--- config.mk ---
export PLATFORM = sky130hd
export DESIGN_NAME = logicnet_lut_neuron_pipe
export DESIGN_NICKNAME = d
export VERILOG_FILES = /design/src/rtl/logicnet_lut_neuron_pipe.sv
export SDC_FILE = /design/constraint.sdc
export NUM_CORES = 1
export LEC_CHECK = 0
export BUFFER_PORTS_ARGS = -buffer_cell sky130_fd_sc_hd__buf_2
export CAP_MARGIN = 20
export CORE_ASPECT_RATIO = 1.4
export CORE_UTILIZATION = 62
export DETAILED_ROUTE_END_ITERATION = 6
export PLACE_DENSITY_LB_ADDON = 0.15
export SLEW_MARGIN = 20
export SYNTH_ARGS = -nofsm -noshare
export SYNTH_HDL_FRONTEND = slang
export SYNTH_SLANG_ARGS = --single-unit
--- constraint.sdc ---
create_clock -name clk -period 2.2 [get_ports clk]
set_input_delay 0.11 -clock clk [delete_from_list [all_inputs] [get_ports clk]]
set_output_delay 0.11 -clock clk [all_outputs]
set_load 0.01 [all_outputs]
--- src/rtl/logicnet_lut_neuron_pipe.sv ---
// Run-time loadable LogicNet neuron: serially loaded truth table, one-stage valid/ready lookup.
// Define LOGICNET_LUT_PARITY_EN to store an even-parity bit per entry and flag mismatches.
module logicnet_lut_neuron_pipe #(
  parameter int IN_BITS  = 8,
  parameter int OUT_BITS = 1,
  parameter int CNT_W    = 16
) (
  input  logic                clk,
  input  logic                rst,
  input  logic                cfg_start,
  input  logic                cfg_valid,
  input  logic [OUT_BITS-1:0] cfg_data,
  output logic                cfg_ready,
  output logic                table_loaded,
  input  logic                in_valid,
  output logic                in_ready,
  input  logic [IN_BITS-1:0]  in_data,
  output logic                out_valid,
  input  logic                out_ready,
  output logic [OUT_BITS-1:0] out_data,
`ifdef LOGICNET_LUT_PARITY_EN
  input  logic                cfg_inject_err,
  output logic                parity_err,
`endif
  output logic [CNT_W-1:0]    lookup_count
);

  localparam int DEPTH = 1 << IN_BITS;
`ifdef LOGICNET_LUT_PARITY_EN
  localparam int ENTRY_W = OUT_BITS + 1;
`else
  localparam int ENTRY_W = OUT_BITS;
`endif

  typedef enum logic [1:0] {
    UNLOADED,
    LOADING,
    READY
  } state_t;

  state_t               state;
  state_t               state_next;
  logic [IN_BITS-1:0]   load_addr;
  logic [ENTRY_W-1:0]   lut_mem [DEPTH];
  logic [ENTRY_W-1:0]   wr_entry;
  logic [ENTRY_W-1:0]   rd_entry;
  logic                 wr_en;
  logic                 accept;

  // state register
  always_ff @(posedge clk) begin
    if (rst) begin
      state <= UNLOADED;
    end else begin
      state <= state_next;
    end
  end

  // a cfg_start always wins over a load write, so a restart never also advances the address
  always_comb begin
    state_next = state;
    case (state)
      UNLOADED: if (cfg_start) state_next = LOADING;
      LOADING:  if (!cfg_start && cfg_valid && (&load_addr)) state_next = READY;
      READY:    if (cfg_start) state_next = LOADING;
      default:  state_next = UNLOADED;
    endcase
  end

  always_comb begin
    cfg_ready    = (state == LOADING);
    table_loaded = (state == READY);
    in_ready     = (state == READY) && (!out_valid || out_ready);
  end

  assign wr_en  = (state == LOADING) && cfg_valid && !cfg_start;
  assign accept = in_valid && in_ready;

`ifdef LOGICNET_LUT_PARITY_EN
  assign wr_entry = {(^cfg_data) ^ cfg_inject_err, cfg_data};
`else
  assign wr_entry = cfg_data;
`endif

  always_ff @(posedge clk) begin
    if (rst) begin
      load_addr <= '0;
    end else if (cfg_start) begin
      load_addr <= '0;
    end else if (wr_en) begin
      load_addr <= load_addr + IN_BITS'(1);
    end
  end

  // table contents deliberately survive reset; only load writes touch them
  always_ff @(posedge clk) begin
    if (wr_en) begin
      lut_mem[load_addr] <= wr_entry;
    end
  end

  assign rd_entry = lut_mem[in_data];

  always_ff @(posedge clk) begin
    if (rst) begin
      out_valid  <= 1'b0;
      out_data   <= '0;
`ifdef LOGICNET_LUT_PARITY_EN
      parity_err <= 1'b0;
`endif
    end else if (accept) begin
      out_valid  <= 1'b1;
      out_data   <= rd_entry[OUT_BITS-1:0];
`ifdef LOGICNET_LUT_PARITY_EN
      parity_err <= ^rd_entry;
`endif
    end else if (out_ready) begin
      out_valid  <= 1'b0;
    end
  end

  always_ff @(posedge clk) begin
    if (rst) begin
      lookup_count <= '0;
    end else if (accept && (lookup_count != {CNT_W{1'b1}})) begin
      lookup_count <= lookup_count + CNT_W'(1);
    end
  end

endmodule

After elaboration in Yosys (flattened, before gate mapping)
Memory sizes are Yosys's and may differ from the RTL's. A register that Yosys moved wholly into a read port is not among the register bits.
Index checks and enable logic that the tools add are counted.
{"block": "op_classes", "reduce_logical": 16, "n_eq_ne": 5, "addsub": 2, "muxes": 7}
{"cell": "adder 16 x 1 -> 16 bit (second input constant)", "n": 1}
{"cell": "inequality test 16 bit (second input constant)", "n": 1}
{"cell": "adder 8 x 1 -> 8 bit (second input constant)", "n": 1}
{"cell": "AND reduction 8 bit", "n": 1}
{"cell": "logical AND 1 bit", "n": 7}
{"cell": "two-way mux 1 bit", "n": 4}
{"cell": "two-way mux 2 bit", "n": 2}
{"cell": "inequality test 2 x 1 -> 1 bit (second input constant)", "n": 2}
{"cell": "one-hot mux 2 bit (2 select lines)", "n": 1}
{"cell": "OR reduction 2 bit", "n": 2}
{"cell": "== test 2 x 1 -> 1 bit (second input constant)", "n": 1}
{"cell": "== test 2 bit (second input constant)", "n": 1}
{"cell": "logical NOT 1 bit", "n": 2}
{"cell": "logical NOT 2 bit", "n": 1}
{"cell": "AND reduction 2 bit", "n": 1}
{"cell": "nonzero test 2 bit", "n": 1}
{"cell": "logical OR 1 bit", "n": 1}
{"block": "word_totals", "inputBits": 15, "out_inout_bits": 21, "n_memories": 1, "wordCells": 35, "ff_bits": 27, "mem_bits_rw": 256}
{"memory": "lut_mem", "words": 256, "word_bits": 1, "read_ports": 1, "rd_clocked_by_memory_dff": 1, "wr": 1, "line_no": "44", "text": "logic [ENTRY_W-1:0] lut_mem [DEPTH];"}

Longest topological paths before layout
{"block": "depth", "depth_word": 5, "depth_mapped": 10, "mapped_depth_nobuf": 7}

Least setup slack after synthesis
No wires, ideal clock.
{"block": "synth_timing", "path_type": "register to register", "from": "reg state[0]", "to": "mem lut_mem[222] (netlist name) (enable)", "path_buffers": 3, "setup_slack_ns": 0.122, "stages_incl_launch_ff": 8, "required_ns": 1.900, "synth_period_minus_slack_ns": 2.078, "t_arrival_ns": 1.778, "path_cell_list": "dfxtp_1 -> nor2b_1 -> and3_1 -> clkbuf_1 -> clkbuf_1 -> nand4_1 -> clkbuf_1 -> nor2_1"}
{"block": "synth_between", "elab_chain_len": 5}
{"item": "start: declaration", "line_no": "41", "text": "state_t state;"}
{"item": "start signal: assignment", "line_no": "55", "text": "state <= state_next;"}
{"item": "== test 2 x 1 -> 1 bit"}
{"item": "named net cfg_ready", "line_no": "13", "text": "output logic cfg_ready,"}
{"item": "logical AND 1 bit (2 in series)", "line_no": "76", "text": "assign wr_en = (state == LOADING) && cfg_valid && !cfg_start;"}
{"item": "two-way mux 1 bit", "line_no": "97", "text": "if (wr_en) begin"}
{"item": "two-way mux 1 bit (not written as such)", "line_no": "98", "text": "lut_mem[load_addr] <= wr_entry;"}
{"item": "end: declaration", "line_no": "44"}
The timed path passes the listed nets, and every way through them passes these cells.

==> metrics.csv <==
metric,value,unit
number of I/O port buffers,35,
LEAKAGE,4.70,nW
Switching Fraction,20.5,%
number of synthesized flops with an enable pin,256,
internal power,8.49,mW
Psw,2.19,mW
vias per std cell,6.22,
Async SR Flop Fraction,0,%
Tcrit/Tclk final,100,%
WP data required,2.62,ns
Placer Congestion,0.894,
Finished Core Util,72.2,%
"commonest cells after routing, fill and taps aside","293 x nor2_1, 256 x edfxtp_1, 72 x buf_4",
DRC,0,
netlist area before placement,0.0127,mm²
Placeable Area,0.0199,mm²
"most common cell after layout, fill and taps aside",nor2_1,
hold violation count in the final report,0,
CP top delay family,compound AO/OA/AOI/OAI gates,
Hold/Removal Path Class,in2reg,
CP peak stage delay,0.52,ns
Yosys cell types,53,
clock latency on the worst-skew pair,0.53,ns
PwrDens,743,mW/mm²
Post-Syn Area per Cell,13.2,µm²
Synth Flop Type,edfxtp_1,
FF-to-FF path depth,7,
number of global-route vias before repair,8074,
Boundary Pins,36,
CTS buffer count,26,
Slowest cell on crit path,mux4_1,
"Setup Fix Bufs, Post-CTS",0,
ANT cells,0,
Routed WL,29.9,mm
CTS Buffer Depth,3,
Comb pwr share,4.9,%
Layout area overhead,13.4,%
antenna-violating nets left,0,
hold depth,1,
"Critical Path, Cell by Cell",mux4_1 > a22oi_2 > o211ai_1 > a211oi_1 > or4_4 > nor4_1 > a311o_1,
"Seq/Total Area, Yosys",65.1,%
violated checks,negative setup slack,
Critical Path AT,2.62,ns
clock sink count,284,
Crit path buffers/inverters,0,
Overflow after GRT,0,
Die H,171,µm
Synthesized Nets,984,
synth top area cells,"edfxtp_1 61%, nor2_1 8.7%, mux4_2 6.8%, dfxtp_1 4.4%, mux2i_1 2.9%",
Critical Path Source Type,flip-flop,
row count,61,
Worst Tran Pin Value,0.605,ns
Hold Slack,0.0511,ns
clock share of power,40.2,%
f_max,454,MHz
DR WL met3,2.23,mm
fin crit period,2.20,ns
reg2reg setup slack,-0.005,ns
Final setup violation count,1,
final setup margin,-0.00481,ns
H-tree levels,1,
pin count of the biggest net entering global routing,81,
DRC marker count from the first detailed-route iteration,733,
routed wl met2,15.8,mm
min-delay src,cfg_data,
All-Layer GR Usage,29.5,%
fill count,1326,
Crit. End Element,flip-flop,
CTS tree,done,
# nets final,1060,
post-DR wirelength/cell,22.8,µm
TritonRoute pass-1 iters,5,
Post-DP HPWL,19.8,mm
global-route wire length before repair,44.6,mm
CP Class,reg2reg,
fin. max-slew vios,0,
YS warnings,0,
Final Skew,0.00809,ns
initial cell density of the core,63.6,%
worst reg2reg path endpoint,out_data$_SDFFE_PP0P_,
via count,8159,
share of the synthesized area in the top cell type,60.6,%
Worst-path clk slew,0.06,ns
"FF+latch count, synth",284,
normalized max-slew margin,59.6,%
Mapped Cells,964,
VDD IR max,716,µV
Min-Delay Endpoint,lut_mem[127]$_DFFE_PP_,
DP Worst Slack,-0.205,ns
die area,0.0210,mm²
RSZ-0062 raised after global routing,yes,
die width,123,µm
Post-Route M1 WL,10.4,mm
sequential power share,55.0,%
status,finished with violations,
max_cap viols,0,
initial antenna violation count,0,
Yosys top cell by area,edfxtp_1,
root buf cell,clkbuf_16,
Reg-to-Reg Start,lut_mem[123]$_DFFE_PP_,
layout cells sized above 1,19.5,%
uppermost layer routed,met4,
CP max FO,2,
cells by family (layout without fill, tap and decap cells):
logic type	after synthesis	after routing	synth area share [%]
AOI/OAI and AO/OA	58	58	3.50
xor gates and xnor gates	20	20	1.38
adders and majority gates	5	5	0.493
buffers and inverters	80	176	3.34
DFF	284	284	65.1
muxes	89	89	12.1
and+or+nand+nor	428	428	14.1
power by group through the flow:
| stage | Clock, mW | Combinational [mW] | Sequential [mW] |
|---|---|---|---|
| 3_5_place_dp | 0 | 0.501 | 5.99 |
| 3_3_place_gp | 0 | 0.496 | 5.99 |
| 6_report | 4.29 | 0.519 | 5.87 |
| 2_1_floorplan | 0 | 0.285 | 5.99 |
| 5_1_grt | 4.52 | 0.551 | 5.87 |
| 4_1_cts | 4.33 | 0.513 | 5.87 |
timing repair:
item,in CTS,in global routing
gates resized for setup,4,4
hold buffers,5,0
endpoints found under the setup margin,1,33
pin swaps,2,0
endpoints found under the hold margin,12,0
through the flow:
step	TNS [ns]	cell area (µm²)	cells	total power [mW]
global placement	-0.135	13500	1259	6.48
global route	-0.105	14400	1312	10.9
finish	-0.00481	14400	1312	10.7
detailed placement	-0.205	13500	1259	6.49
CTS	0	14400	1312	10.7
floorplan	0	12700	964	6.28
registers in the layout (all words and copies together) (netlist names):
register,flops
state,2
lookup_count,16
out_data,1
lut_mem,256
out_valid,1
load_addr,8
cell type report:
cell class	instances	area (µm²)	share of cell area [%]
Sequential cell	284	8250	57.4
Multi-Input combinational cell	600	4050	28.1
Timing Repair Buffer	119	927	6.45
Clock buffer	35	716	4.98
Tap cell	252	315	2.19
Clock inverter	13	92.6	0.644
Inverter	9	33.8	0.235
cells in the mapped netlist, types with 5 or more instances:
master / number
edfxtp_1: 256
mux4_2: 38
o221ai_1: 11
a22oi_1: 5
buf_6: 7
nor3_1: 6
dfxtp_1: 28
nand2_1: 44
o22ai_1: 5
clkbuf_1: 45
xor2_1: 16
nand4_1: 10
and3_1: 8
inv_1: 7
nor2b_1: 11
a21oi_1: 10
nor2_1: 293
and2_1: 7
ha_1: 5
nand3_1: 36
buf_2: 11
mux4_1: 10
mux2i_1: 37
worst max path at each step:
stage | start | to | slack, ns | cells past startpoint
2_1_floorplan | state[0]$_SDFFE_PP0P_ | lut_mem[222]$_DFFE_PP_ | 0.12 | 7
3_3_place_gp | in_data[1] | out_data$_SDFFE_PP0P_ | -0.14 | 7
3_5_place_dp | in_data[1] | out_data$_SDFFE_PP0P_ | -0.21 | 8
4_1_cts | lut_mem[27]$_DFFE_PP_ | out_data$_SDFFE_PP0P_ | 0.006 | 7
5_1_grt | lut_mem[123]$_DFFE_PP_ | out_data$_SDFFE_PP0P_ | -0.10 | 7
6_report | lut_mem[123]$_DFFE_PP_ | out_data$_SDFFE_PP0P_ | -0.005 | 7
routing by layer:
layer,global-route usage [%],up-vias
li1,-,3674
met2,53.3,350
met5,0,-
met4,14.3,0
met1,33.9,4038
met3,4.61,97
(Power assumes the default switching activity.)
